<file path="src/rtl/stream_merge.sv">
// stream_merge: 2-to-1 AXI-Stream merger for two camera line streams.
// A grant is held for a whole line (until tlast) and alternates round-robin
// between the sources. Every output beat carries a per-source tdest so a
// downstream tdest switch can split the streams again. A watchdog cuts
// runaway lines at MAX_BEATS beats by forcing tlast and raising a sticky
// per-source error flag.
module stream_merge #(
  parameter int                     WIDTH       = 16,
  parameter int                     TUSER_WIDTH = 1,
  parameter int                     TDEST_WIDTH = 10,
  parameter logic [TDEST_WIDTH-1:0] TDEST0      = 10'h2c0,
  parameter logic [TDEST_WIDTH-1:0] TDEST1      = 10'h2c1,
  parameter logic [15:0]            MAX_BEATS   = 16'd4096
) (
  input  logic                   aclk,
  input  logic                   aresetn,
  input  logic                   s0_axis_tvalid,
  output logic                   s0_axis_tready,
  input  logic [WIDTH-1:0]       s0_axis_tdata,
  input  logic                   s0_axis_tlast,
  input  logic [TUSER_WIDTH-1:0] s0_axis_tuser,
  input  logic                   s1_axis_tvalid,
  output logic                   s1_axis_tready,
  input  logic [WIDTH-1:0]       s1_axis_tdata,
  input  logic                   s1_axis_tlast,
  input  logic [TUSER_WIDTH-1:0] s1_axis_tuser,
  output logic                   m_axis_tvalid,
  input  logic                   m_axis_tready,
  output logic [WIDTH-1:0]       m_axis_tdata,
  output logic                   m_axis_tlast,
  output logic [TUSER_WIDTH-1:0] m_axis_tuser,
  output logic [TDEST_WIDTH-1:0] m_axis_tdest,
  output logic [1:0]             err_overrun
);

  typedef enum logic [1:0] {
    IDLE   = 2'd0,
    GRANT0 = 2'd1,
    GRANT1 = 2'd2
  } state_t;

  state_t                 state_r;
  logic                   last_grant_r;
  logic [15:0]            beat_cnt_r;

  logic                   m_valid_r;
  logic [WIDTH-1:0]       m_data_r;
  logic                   m_last_r;
  logic [TUSER_WIDTH-1:0] m_user_r;
  logic [TDEST_WIDTH-1:0] m_dest_r;
  logic [1:0]             err_r;

  logic                   slot_free_s;
  logic                   s0_ready_s;
  logic                   s1_ready_s;
  logic                   accept_s;
  logic                   grant_idx_s;
  logic [WIDTH-1:0]       in_data_s;
  logic                   in_last_s;
  logic [TUSER_WIDTH-1:0] in_user_s;
  logic [TDEST_WIDTH-1:0] in_dest_s;
  logic                   force_last_s;
  logic                   end_line_s;

  // Source select: route the granted source to the output stage and gate readies.
  always_comb begin
    slot_free_s = !m_valid_r || m_axis_tready;
    s0_ready_s  = 1'b0;
    s1_ready_s  = 1'b0;
    accept_s    = 1'b0;
    grant_idx_s = 1'b0;
    in_data_s   = '0;
    in_last_s   = 1'b0;
    in_user_s   = '0;
    in_dest_s   = '0;
    case (state_r)
      GRANT0: begin
        s0_ready_s  = slot_free_s;
        accept_s    = s0_axis_tvalid && slot_free_s;
        grant_idx_s = 1'b0;
        in_data_s   = s0_axis_tdata;
        in_last_s   = s0_axis_tlast;
        in_user_s   = s0_axis_tuser;
        in_dest_s   = TDEST0;
      end
      GRANT1: begin
        s1_ready_s  = slot_free_s;
        accept_s    = s1_axis_tvalid && slot_free_s;
        grant_idx_s = 1'b1;
        in_data_s   = s1_axis_tdata;
        in_last_s   = s1_axis_tlast;
        in_user_s   = s1_axis_tuser;
        in_dest_s   = TDEST1;
      end
      default: begin
        s0_ready_s  = 1'b0;
        s1_ready_s  = 1'b0;
      end
    endcase
    // The MAX_BEATS-th beat of a line without tlast is cut by the watchdog.
    force_last_s = accept_s && !in_last_s && (beat_cnt_r == (MAX_BEATS - 16'd1));
    end_line_s   = accept_s && (in_last_s || force_last_s);
  end

  // Arbitration FSM: round-robin choice in IDLE, grant held until the line ends.
  always_ff @(posedge aclk) begin
    if (!aresetn) begin
      state_r      <= IDLE;
      last_grant_r <= 1'b1;
      beat_cnt_r   <= 16'd0;
    end else begin
      case (state_r)
        IDLE: begin
          if (s0_axis_tvalid && (!s1_axis_tvalid || last_grant_r)) begin
            state_r <= GRANT0;
          end else if (s1_axis_tvalid) begin
            state_r <= GRANT1;
          end else begin
            state_r <= IDLE;
          end
        end
        GRANT0, GRANT1: begin
          if (end_line_s) begin
            state_r      <= IDLE;
            last_grant_r <= grant_idx_s;
            beat_cnt_r   <= 16'd0;
          end else if (accept_s) begin
            beat_cnt_r   <= beat_cnt_r + 16'd1;
          end else begin
            beat_cnt_r   <= beat_cnt_r;
          end
        end
        default: begin
          state_r    <= IDLE;
          beat_cnt_r <= 16'd0;
        end
      endcase
    end
  end

  // Output stage: capture accepted beats, hold while stalled, clear when drained.
  always_ff @(posedge aclk) begin
    if (!aresetn) begin
      m_valid_r <= 1'b0;
      m_data_r  <= '0;
      m_last_r  <= 1'b0;
      m_user_r  <= '0;
      m_dest_r  <= '0;
    end else if (accept_s) begin
      m_valid_r <= 1'b1;
      m_data_r  <= in_data_s;
      m_last_r  <= in_last_s || force_last_s;
      m_user_r  <= in_user_s;
      m_dest_r  <= in_dest_s;
    end else if (m_axis_tready) begin
      m_valid_r <= 1'b0;
    end else begin
      m_valid_r <= m_valid_r;
    end
  end

  // Sticky overrun flags: set for the source whose line was cut by the watchdog.
  always_ff @(posedge aclk) begin
    if (!aresetn) begin
      err_r <= 2'b00;
    end else if (force_last_s) begin
      err_r[grant_idx_s] <= 1'b1;
    end else begin
      err_r <= err_r;
    end
  end

  assign s0_axis_tready = s0_ready_s;
  assign s1_axis_tready = s1_ready_s;
  assign m_axis_tvalid  = m_valid_r;
  assign m_axis_tdata   = m_data_r;
  assign m_axis_tlast   = m_last_r;
  assign m_axis_tuser   = m_user_r;
  assign m_axis_tdest   = m_dest_r;
  assign err_overrun    = err_r;

endmodule

</file>
<file path="config.mk">
export PLATFORM = sky130hd
export DESIGN_NAME = stream_merge
export DESIGN_NICKNAME = d
export VERILOG_FILES = /design/src/rtl/stream_merge.sv
export SDC_FILE = /design/constraint.sdc
export NUM_CORES = 1
export LEC_CHECK = 0
export BUFFER_PORTS_ARGS = -buffer_cell sky130_fd_sc_hd__buf_2
export CORE_AREA = 2 2 69 77
export CTS_CLUSTER_DIAMETER = 30
export DETAILED_ROUTE_END_ITERATION = 10
export DIE_AREA = 0 0 71 79
export GPL_TIMING_DRIVEN = 0
export PLACE_DENSITY = 0.76
export SLEW_MARGIN = 20
export SYNTH_ARGS = -nofsm -noshare
export SYNTH_HDL_FRONTEND = slang
export SYNTH_SLANG_ARGS = --single-unit
</file>
<file path="constraint.sdc">
create_clock -name aclk -period 2.02 [get_ports aclk]
set_input_delay 0 -clock aclk [delete_from_list [all_inputs] [get_ports aclk]]
set_output_delay 0 -clock aclk [all_outputs]
set_load 0.1 [all_outputs]
</file>
# Word-level counts from Yosys, hierarchy flattened
# Index checks and enable logic that the tools add are counted.
# totals
mem_count	0
word_cells	56
ram_bits	0
ff_bits	50
inputBits	41
latch_bits	0
rom_bits	0
# op_classes
n_eq_ne	5
bitwise_logic	2
n_reduce_logical	18
n_lt_le_gt_ge	2
n_addsub	1
n_shift	0
n_mul	0
div_mod_pow	0
mux	19
# op_table
operator	count
$pmux 16 s2	2
$mux 16	2
$pmux 10 s2	1
$add 16x1->16 const B	1
$eq 16x12->1 const B	1
$logic_and 1x1->1	7
$mux 1	6
$mux 2	3
$pmux 1 s2	3
$pmux 2 s2	1
$reduce_and 2->1	2
$logic_not 1->1	3
$logic_or 1x1->1	3
$ne 3x3->1 const B	1
$eq 2x1->1 const B	1
$eq 2x2->1 const B	1
$logic_not 2->1	1
$lt 1x2->1 const B	1
$ne 2x2->1 const B	1
$or 2x2->2	1
$reduce_bool 2->1	1
$reduce_or 2->1	1
$demux 1 s1	1
$ge 1x1->1 const B	1
$not 1->1	1

# Depth between registers and ports, before layout
# Gate-level depths: netlist of the first run.
# depth
ltp_word	10
depth_mapped	9
depth_no_buf	7

# Worst setup path before layout of the first run
# Ideal clock, no wire load.
# synth_timing
kind	register to register
startpoint	register m_valid_r, in the netlist m_axis_tvalid
endpoint	register beat_cnt_r[6]
stages_incl_launch_ff	7
n_path_buf	1
setup_slack_ns	-0.228
arrival_time_ns	2.178
setup_ns	0.071
t_required_ns	1.949
cell_sequence	dfxtp_1 -> nor2b_1 -> nor2_1 -> or4b_4 -> buf_6 -> or4_1 -> a21oi_1
# synth_via
elab_chain_cells	10
elab_cells_between_ends	13
classes_between	1 x eq/ne; 3 x mux; 9 x reduce/logical
# synth_lines
element	line	rtl
from (decl)	46	logic m_valid_r;
from (signal assigned)	158	m_valid_r <= m_valid_r;
$logic_not 1->1 (*)	67	slot_free_s = !m_valid_r || m_axis_tready;
$logic_or 1x1->1 (*)	67	
$logic_and 1x1->1, on equally long branches	88, 79	
$pmux 1 s2 (*)	76	case (state_r)
$logic_and 1x1->1 (2 in a row)	101	force_last_s = accept_s && !in_last_s && (beat_cnt_r == (MAX_BEATS - 16'd1));
$logic_or 1x1->1	102	end_line_s = accept_s && (in_last_s || force_last_s);
$logic_and 1x1->1	102	
$mux 16 / $ne 3x3->1 (equally long branches)	--	
$pmux 16 s2 / $reduce_and 2->1 (equally long branches)	--	
to (signal assigned)	128	beat_cnt_r <= beat_cnt_r + 16'd1;
to (signal assigned)	130	beat_cnt_r <= beat_cnt_r;
to (decl)	44	logic [15:0] beat_cnt_r;
# Mark *: on every way between the ends. The rest lies on a longest branch, timed or not.
# A chain may end at the register's enable or synchronous reset.

# Worst setup path after layout of the first run
# layout_timing
startpoint	register state_r[0]
endpoint	register beat_cnt_r[6]
# layout_via
elab_chain_cells	9
elab_cells_between_ends	16
classes_between	3 x eq/ne; 4 x mux; 1 x bitwise; 8 x reduce/logical
# layout_lines
element	line	rtl
from (decl)	42	state_t state_r;
from (signal assigned)	108	state_r <= IDLE;
from (signal assigned)	115	state_r <= GRANT0;
from (signal assigned)	117	state_r <= GRANT1;
$eq 2x2->1 / $eq 2x1->1 (equally long branches)	76, 112	
$pmux 1 s2	76	
$logic_not 1->1	101	
$logic_and 1x1->1 (2 in a row)	101	
$logic_or 1x1->1	102	
$logic_and 1x1->1	102	
$mux 16 / $ne 3x3->1 (equally long branches)	--	
$pmux 16 s2 / $reduce_and 2->1 (equally long branches)	--	
# Several ways; a longest one is shown, not always the timed one.

==> flow_metrics.tcl, run 1 <==
set metrics [dict create \
    ys_seq_elements 42 \
    drtAntennaViolNets 0 \
    path_delay_family "simple AND/OR/NAND/NOR gates" \
    path_class "reg -> reg" \
    worst_r2r_path_depth 8 \
    dp_cells 382 \
    netlist_instances 253 \
    final_max_slew_viol_count 0 \
    power.density_nw_per_um2 1530 \
    io_pins 74 \
    grt_max_degree 13 \
    die_w_um 71 \
    vias 2140 \
    grt_pass1_wl_mm 8.77 \
    antenna_found_initial 0 \
    setup_ws_ns -0.128 \
    fin_crit_sh 1.06 \
    cp-end-kind "flip-flop" \
    cts_max_level 2 \
    cp_max_fo 5 \
    path_depth 8 \
    viasPerCell 5.39 \
    area_delta_synth_final_pct 30.7 \
    core_area_um2 4900 \
    yosys_warnings 0 \
    final_cell_mix "buf_2 (67), dfxtp_1 (37), nor2_1 (31), nor3_1 (20), nand2_1 (19)" \
    outcome "finished with violations" \
    wl_mm 5.32 \
    crit_required_ns 2.24 \
    grt_pass1_vias 1959 \
    gr-usage-all-layers 0.193 \
    diodes 0 \
    avgSynthCellArea_um2 8.32 \
    synthDominantCellAreaShare 0.400 \
    postPlaceCellArea_um2 2540 \
    io_buffers 66 \
    final_cells 397 \
    max_cap_violations 0 \
    rows 27 \
    hold_depth 3 \
    grt.overflow.total 0 \
    fillers 455 \
    hp-class "in -> reg" \
    layout.nets 385 \
    rsz0062_at_grt "true" \
    fin_area_um2 2750 \
    hpwlAfterDp_mm 3.80 \
    netlist_area_um2 2100 \
    clk_latency_ns 0.29 \
    wire_per_inst_um 13.4 \
    clk_pin_slew_worst_paths_ns 0.08 \
    yosys-top-cells-area "dfxtp_1 (40%), a221oi_1 (7.1%), nor2_1 (5.9%)" \
    synth_top_area_cell "dfxtp_1" \
    cts_tree "yes" \
    hold_ws_ns 0.00149 \
    layout_commonest_cell "buf_2" \
    drt_iter0_drc 84 \
    start_util 0.430 \
    skew_ns 0.00664 \
    drive_gt1_frac 0.348 \
    violations "setup timing" \
    cts_sinks 42 \
    ir_drop_uv 763 \
    cts_buffer_depth 2 \
    max_stage_delay_ns 0.50 \
    root_buffer "clkbuf_8" \
    finalSetupTns_ns -0.558 \
    slew_headroom 0.491 \
    dr.pass1.iters 4 \
    p_total_mw 4.22 \
    yosysUniqueCellTypes 40 \
    cts_buffers 5 \
    fin_util 0.561 \
    route.detailed.drc 0 \
    die_h_um 79 \
    max_freq_mhz 466 \
    gp_congestion 0.830 \
    yosysSeqAreaShare 0.400 \
    min_period_ns 2.15 \
    setup_viol 10 \
    tightest_slew_ns 0.757 \
    crit_buf_inv 2 \
    startpoint_type "flip-flop" \
    hold_viol_final 0 \
    crit_path_cell_trace "inv_4 > ha_4 > mux2i_4 > nor2_2 > or4b_4 > buf_6 > or4_1 > a21oi_1" \
    crit_slowest_cell "or4b_4" \
    crit_arrival_ns 2.37 \
    dp_slack_ns -0.249 \
    p_leak_nw 1.17 \
    dieArea_um2 5610 \
]
logic make-up after synthesis:
kind of cell / after synthesis / share of synthesized area
DFF: 42 / 0.400
muxes: 5 / 0.0238
and+or+nand+nor: 115 / 0.282
other: 1 / 0.00178
adders and majority gates: 5 / 0.0297
buffers and inverters: 30 / 0.0749
AOI/OAI and AO/OA: 52 / 0.176
xor gates and xnor gates: 3 / 0.0125
cells in the mapped netlist, drive strengths merged:
library cell  instances
nand4                 9
clkbuf               13
inv                   6
a22oi                 1
or3b                  1
a21oi                14
nand3b                1
dfxtp                42
xor2                  3
nor2b                 1
nor4                  1
a221oi               17
buf                  10
or2                   2
nand2b                1
o21ai                 9
a211oi                1
or4                   3
and3                  3
o31ai                 1
a41oi                 2
nor3                 21
or3                   6
a31oi                 3
or4b                  1
nor3b                 1
nand2                20
and2                  3
o2111ai               1
nor2                 33
o31a                  2
conb                  1
ha                    5
mux2i                 5
a21o                  1
clkinv                1
nand3                 8
per-layer routing:
| layer | vias to the layer above | part of all wire | global-route usage |
|---|---|---|---|
| li1 | 1079 | - | - |
| met1 | 980 | 0.44 | 0.226 |
| met2 | 77 | 0.49 | 0.355 |
| met3 | 4 | 0.064 | 0.0444 |
| met4 | 0 | 0.0090 | 0.0472 |
| met5 | - | 0 | 0 |
cell type report:
type,count,area [um^2],area share
clock inverters,2,10.0,0.00364
repair buffers,75,400,0.146
well taps,58,72.6,0.0264
inverters,7,28.8,0.0105
clock buffers,5,68.8,0.0250
multi-input cells,186,1190,0.432
plain buffers,22,129,0.0469
flip-flops and latches,42,852,0.310
tightest hold or removal path: cells and delay by family:
kind / cells / cell delay [ns]
simple gates: 1 / 0.11
buf+inv: 1 / 0.08
compound gates: 1 / 0.06
where the power goes:
group          total (mW)  internal, mW  switching [mW]  leakage (nW)
sequential           1.08         0.990          0.0920         0.343
combinational        2.63         0.621            2.01         0.783
clock               0.503         0.232           0.271        0.0438
worst paths after layout:
| kind | startpoint | endpoint | slack (ns) |
|---|---|---|---|
| worst max-delay path | state_r[0]$_SDFFE_PN0P_ | beat_cnt_r[6]$_SDFFE_PN0P_ | -0.13 |
| worst min register to register | m_axis_tlast$_SDFFE_PN0P_ | m_axis_tlast$_SDFFE_PN0P_ | 0.45 |
| worst max register to register | state_r[0]$_SDFFE_PN0P_ | beat_cnt_r[6]$_SDFFE_PN0P_ | -0.13 |
| worst min-delay path | m_axis_tready | m_axis_tvalid$_SDFFE_PN0P_ | 0.001 |
what timing repair did:
item                                   CTS  global route
setup endpoints to repair               36            39
hold buffers                             2             0
resized for setup                        7            22
endpoints found under the hold margin    2             0
buffers inserted                         5             1
pin swaps                                4             8
gates cloned                             1             0
registers in the layout (all words and copies together) (netlist names):
register       count
beat_cnt_r        16
m_axis_tdata      16
err_overrun        2
m_axis_tdest       2
state_r            2
last_grant_r       1
m_axis_tlast       1
m_axis_tuser       1
m_axis_tvalid      1
(Power assumes the default switching activity.)
==> inputs of run 2 (changes only) <==
BUFFER_PORTS_ARGS = -buffer_cell sky130_fd_sc_hd__buf_4   (was -buffer_cell sky130_fd_sc_hd__buf_2)
SKIP_LAST_GASP = 1   (was unset)
==> run 2 against run 1 <==
The run ends with hold timing, setup timing left. Highest routed layer unchanged. Wire length is 7.0% higher. Sequential power hardly changed. Clock-buffer cell count is 1 higher. Design area is 11% higher. Critical path type unchanged. Core utilization is 6.1 points higher. Global-route usage is 0.55 points higher. Clock skew is 0.0036 ns higher. Die area stayed put. Worst hold slack worse by 0.0060 ns. Final cell count is 2.3% higher. First-iteration DRC count is 76% higher. Total power is 11% higher.
==> flow_metrics.tcl, run 2 (synthesis results as in run 1) <==
set metrics [dict create \
    drtAntennaViolNets 0 \
    wl_mm 5.69 \
    rsz0062_at_grt "true" \
    fin_area_um2 3050 \
    finalSetupTns_ns -1.37 \
    p_total_mw 4.67 \
    viasPerCell 5.50 \
    power.density_nw_per_um2 1530 \
    diodes 0 \
    route.detailed.drc 0 \
    seqCellArea_um2 853 \
    hpwlAfterDp_mm 3.95 \
    crit_path_cell_trace "inv_4 > ha_4 > mux2i_4 > nor2_2 > or4b_4 > buf_6 > or4_4 > a21oi_2" \
    max_stage_delay_ns 0.50 \
    cts_buffer_depth 2 \
    grt_pass1_vias 1913 \
    antenna_found_initial 0 \
    root_buffer "clkbuf_8" \
    io_pins 74 \
    path_class "reg -> reg" \
    dieArea_um2 5610 \
    max_cap_violations 0 \
    final_cells 406 \
    setup_viol 29 \
    outcome "finished with violations" \
    die_h_um 79 \
    hp-class "in -> reg" \
    cts_tree "yes" \
    max_freq_mhz 458 \
    cts_max_level 2 \
    fillers 405 \
    grt_max_degree 14 \
    min_period_ns 2.18 \
    layout_commonest_cell "buf_4" \
    setup_ws_ns -0.163 \
    drt_iter0_drc 148 \
    dr.pass1.iters 4 \
    cts_sinks 42 \
    vias 2231 \
    cp-end-kind "flip-flop" \
    gp_congestion 0.811 \
    rows 27 \
    tightest_slew_ns 0.763 \
    skew_ns 0.0102 \
    startpoint_type "flip-flop" \
    clk_latency_ns 0.30 \
    drive_gt1_frac 0.342 \
    grt_pass1_wl_mm 8.88 \
    cp_max_fo 5 \
    multi_input_area_um2 1190 \
    final_max_slew_viol_count 0 \
    crit_arrival_ns 2.42 \
    worst_r2r_path_depth 8 \
    crit_required_ns 2.26 \
    wire_per_inst_um 14.0 \
    crit_slowest_cell "or4b_4" \
    hold_ws_ns -0.00451 \
    start_util 0.430 \
    clk_pin_slew_worst_paths_ns 0.09 \
    io_buffers 66 \
    gr-usage-all-layers 0.199 \
    final_cell_mix "buf_4 (82), dfxtp_1 (38), nor2_1 (31), nor3_1 (20), nand2_1 (19)" \
    postPlaceCellArea_um2 2710 \
    ir_drop_uv 629 \
    p_leak_nw 1.26 \
    die_w_um 71 \
    layout.nets 393 \
    cts_buffers 5 \
    core_area_um2 4900 \
    slew_headroom 0.487 \
    grt.overflow.total 0 \
    fin_crit_sh 1.08 \
    hold_depth 3 \
    dp_cells 382 \
    dp_slack_ns -0.260 \
    hold_viol_final 4 \
    violations "hold timing, setup timing" \
    area_delta_synth_final_pct 44.9 \
]
run 2: cell types whose count changed in the layout (fill, tap and decap cells not counted), moves of 2 or more:
cell,before,now
dlygate4sd3_1,2,8
clkinv_2,2,0
buf_2,67,2
dfxtp_2,3,1
buf_4,14,82
bufinv_16,0,2
run 2: what timing repair did:
item	in CTS	in global routing
gates cloned	1	0
endpoints found under the hold margin	6	1
buffers inserted	4	4
hold buffers	7	1
pin swaps	6	7
resized for setup	11	13
endpoints found under the setup margin	35	38
run 2: path summary, 6_finish.rpt:
kind	from	to	slack, ns
max	state_r[0]$_SDFFE_PN0P_	beat_cnt_r[6]$_SDFFE_PN0P_	-0.16
min	s0_axis_tdata[10]	m_axis_tdata[10]$_SDFFE_PN0P_	-0.005
max reg2reg	state_r[0]$_SDFFE_PN0P_	beat_cnt_r[6]$_SDFFE_PN0P_	-0.16
min reg2reg	m_axis_tlast$_SDFFE_PN0P_	m_axis_tlast$_SDFFE_PN0P_	0.46
run 2: area by class of cell:
cell class / count / area share
flip-flops and latches: 42 / 0.280
well taps: 58 / 0.0238
clock buffers: 6 / 0.0271
clock inverters: 2 / 0.0197
multi-input cells: 186 / 0.389
inverters: 7 / 0.00943
plain buffers: 22 / 0.0410
repair buffers: 83 / 0.210
run 2: per-layer routing:
| layer | part of all wire | up-vias | track usage | wire, um |
|---|---|---|---|---|
| met5 | 0 | - | 0 | 0 |
| met4 | 0.015 | 0 | 0.0679 | 83 |
| met3 | 0.10 | 7 | 0.0558 | 572 |
| met2 | 0.47 | 109 | 0.332 | 2660 |
| met1 | 0.42 | 1025 | 0.246 | 2380 |
| li1 | - | 1090 | - | - |
run 2: power by group:
| group | internal [mW] | switching, mW | leakage (nW) |
|---|---|---|---|
| clock | 0.527 | 0.300 | 0.0714 |
| combinational | 0.733 | 2.03 | 0.848 |
| sequential | 0.988 | 0.0994 | 0.343 |
| total | 2.25 | 2.43 | 1.26 |
run 2: worst max-delay path, delay by kind of cell (launching register included):
kind	cells	cell delay, ns
flops	1	0.39
compound gates	1	0.13
simple gates	3	1.02
fa+ha+maj	1	0.17
buf+inv	2	0.20
mux	1	0.20
run 2: metrics by stage:
stage	utilization	hold slack [ns]
floorplan	-	0.145
global placement	0.553	0.291
detailed placement	0.553	0.291
CTS	0.610	0.000245
global route	0.623	0.00291
finish	0.623	-0.00451
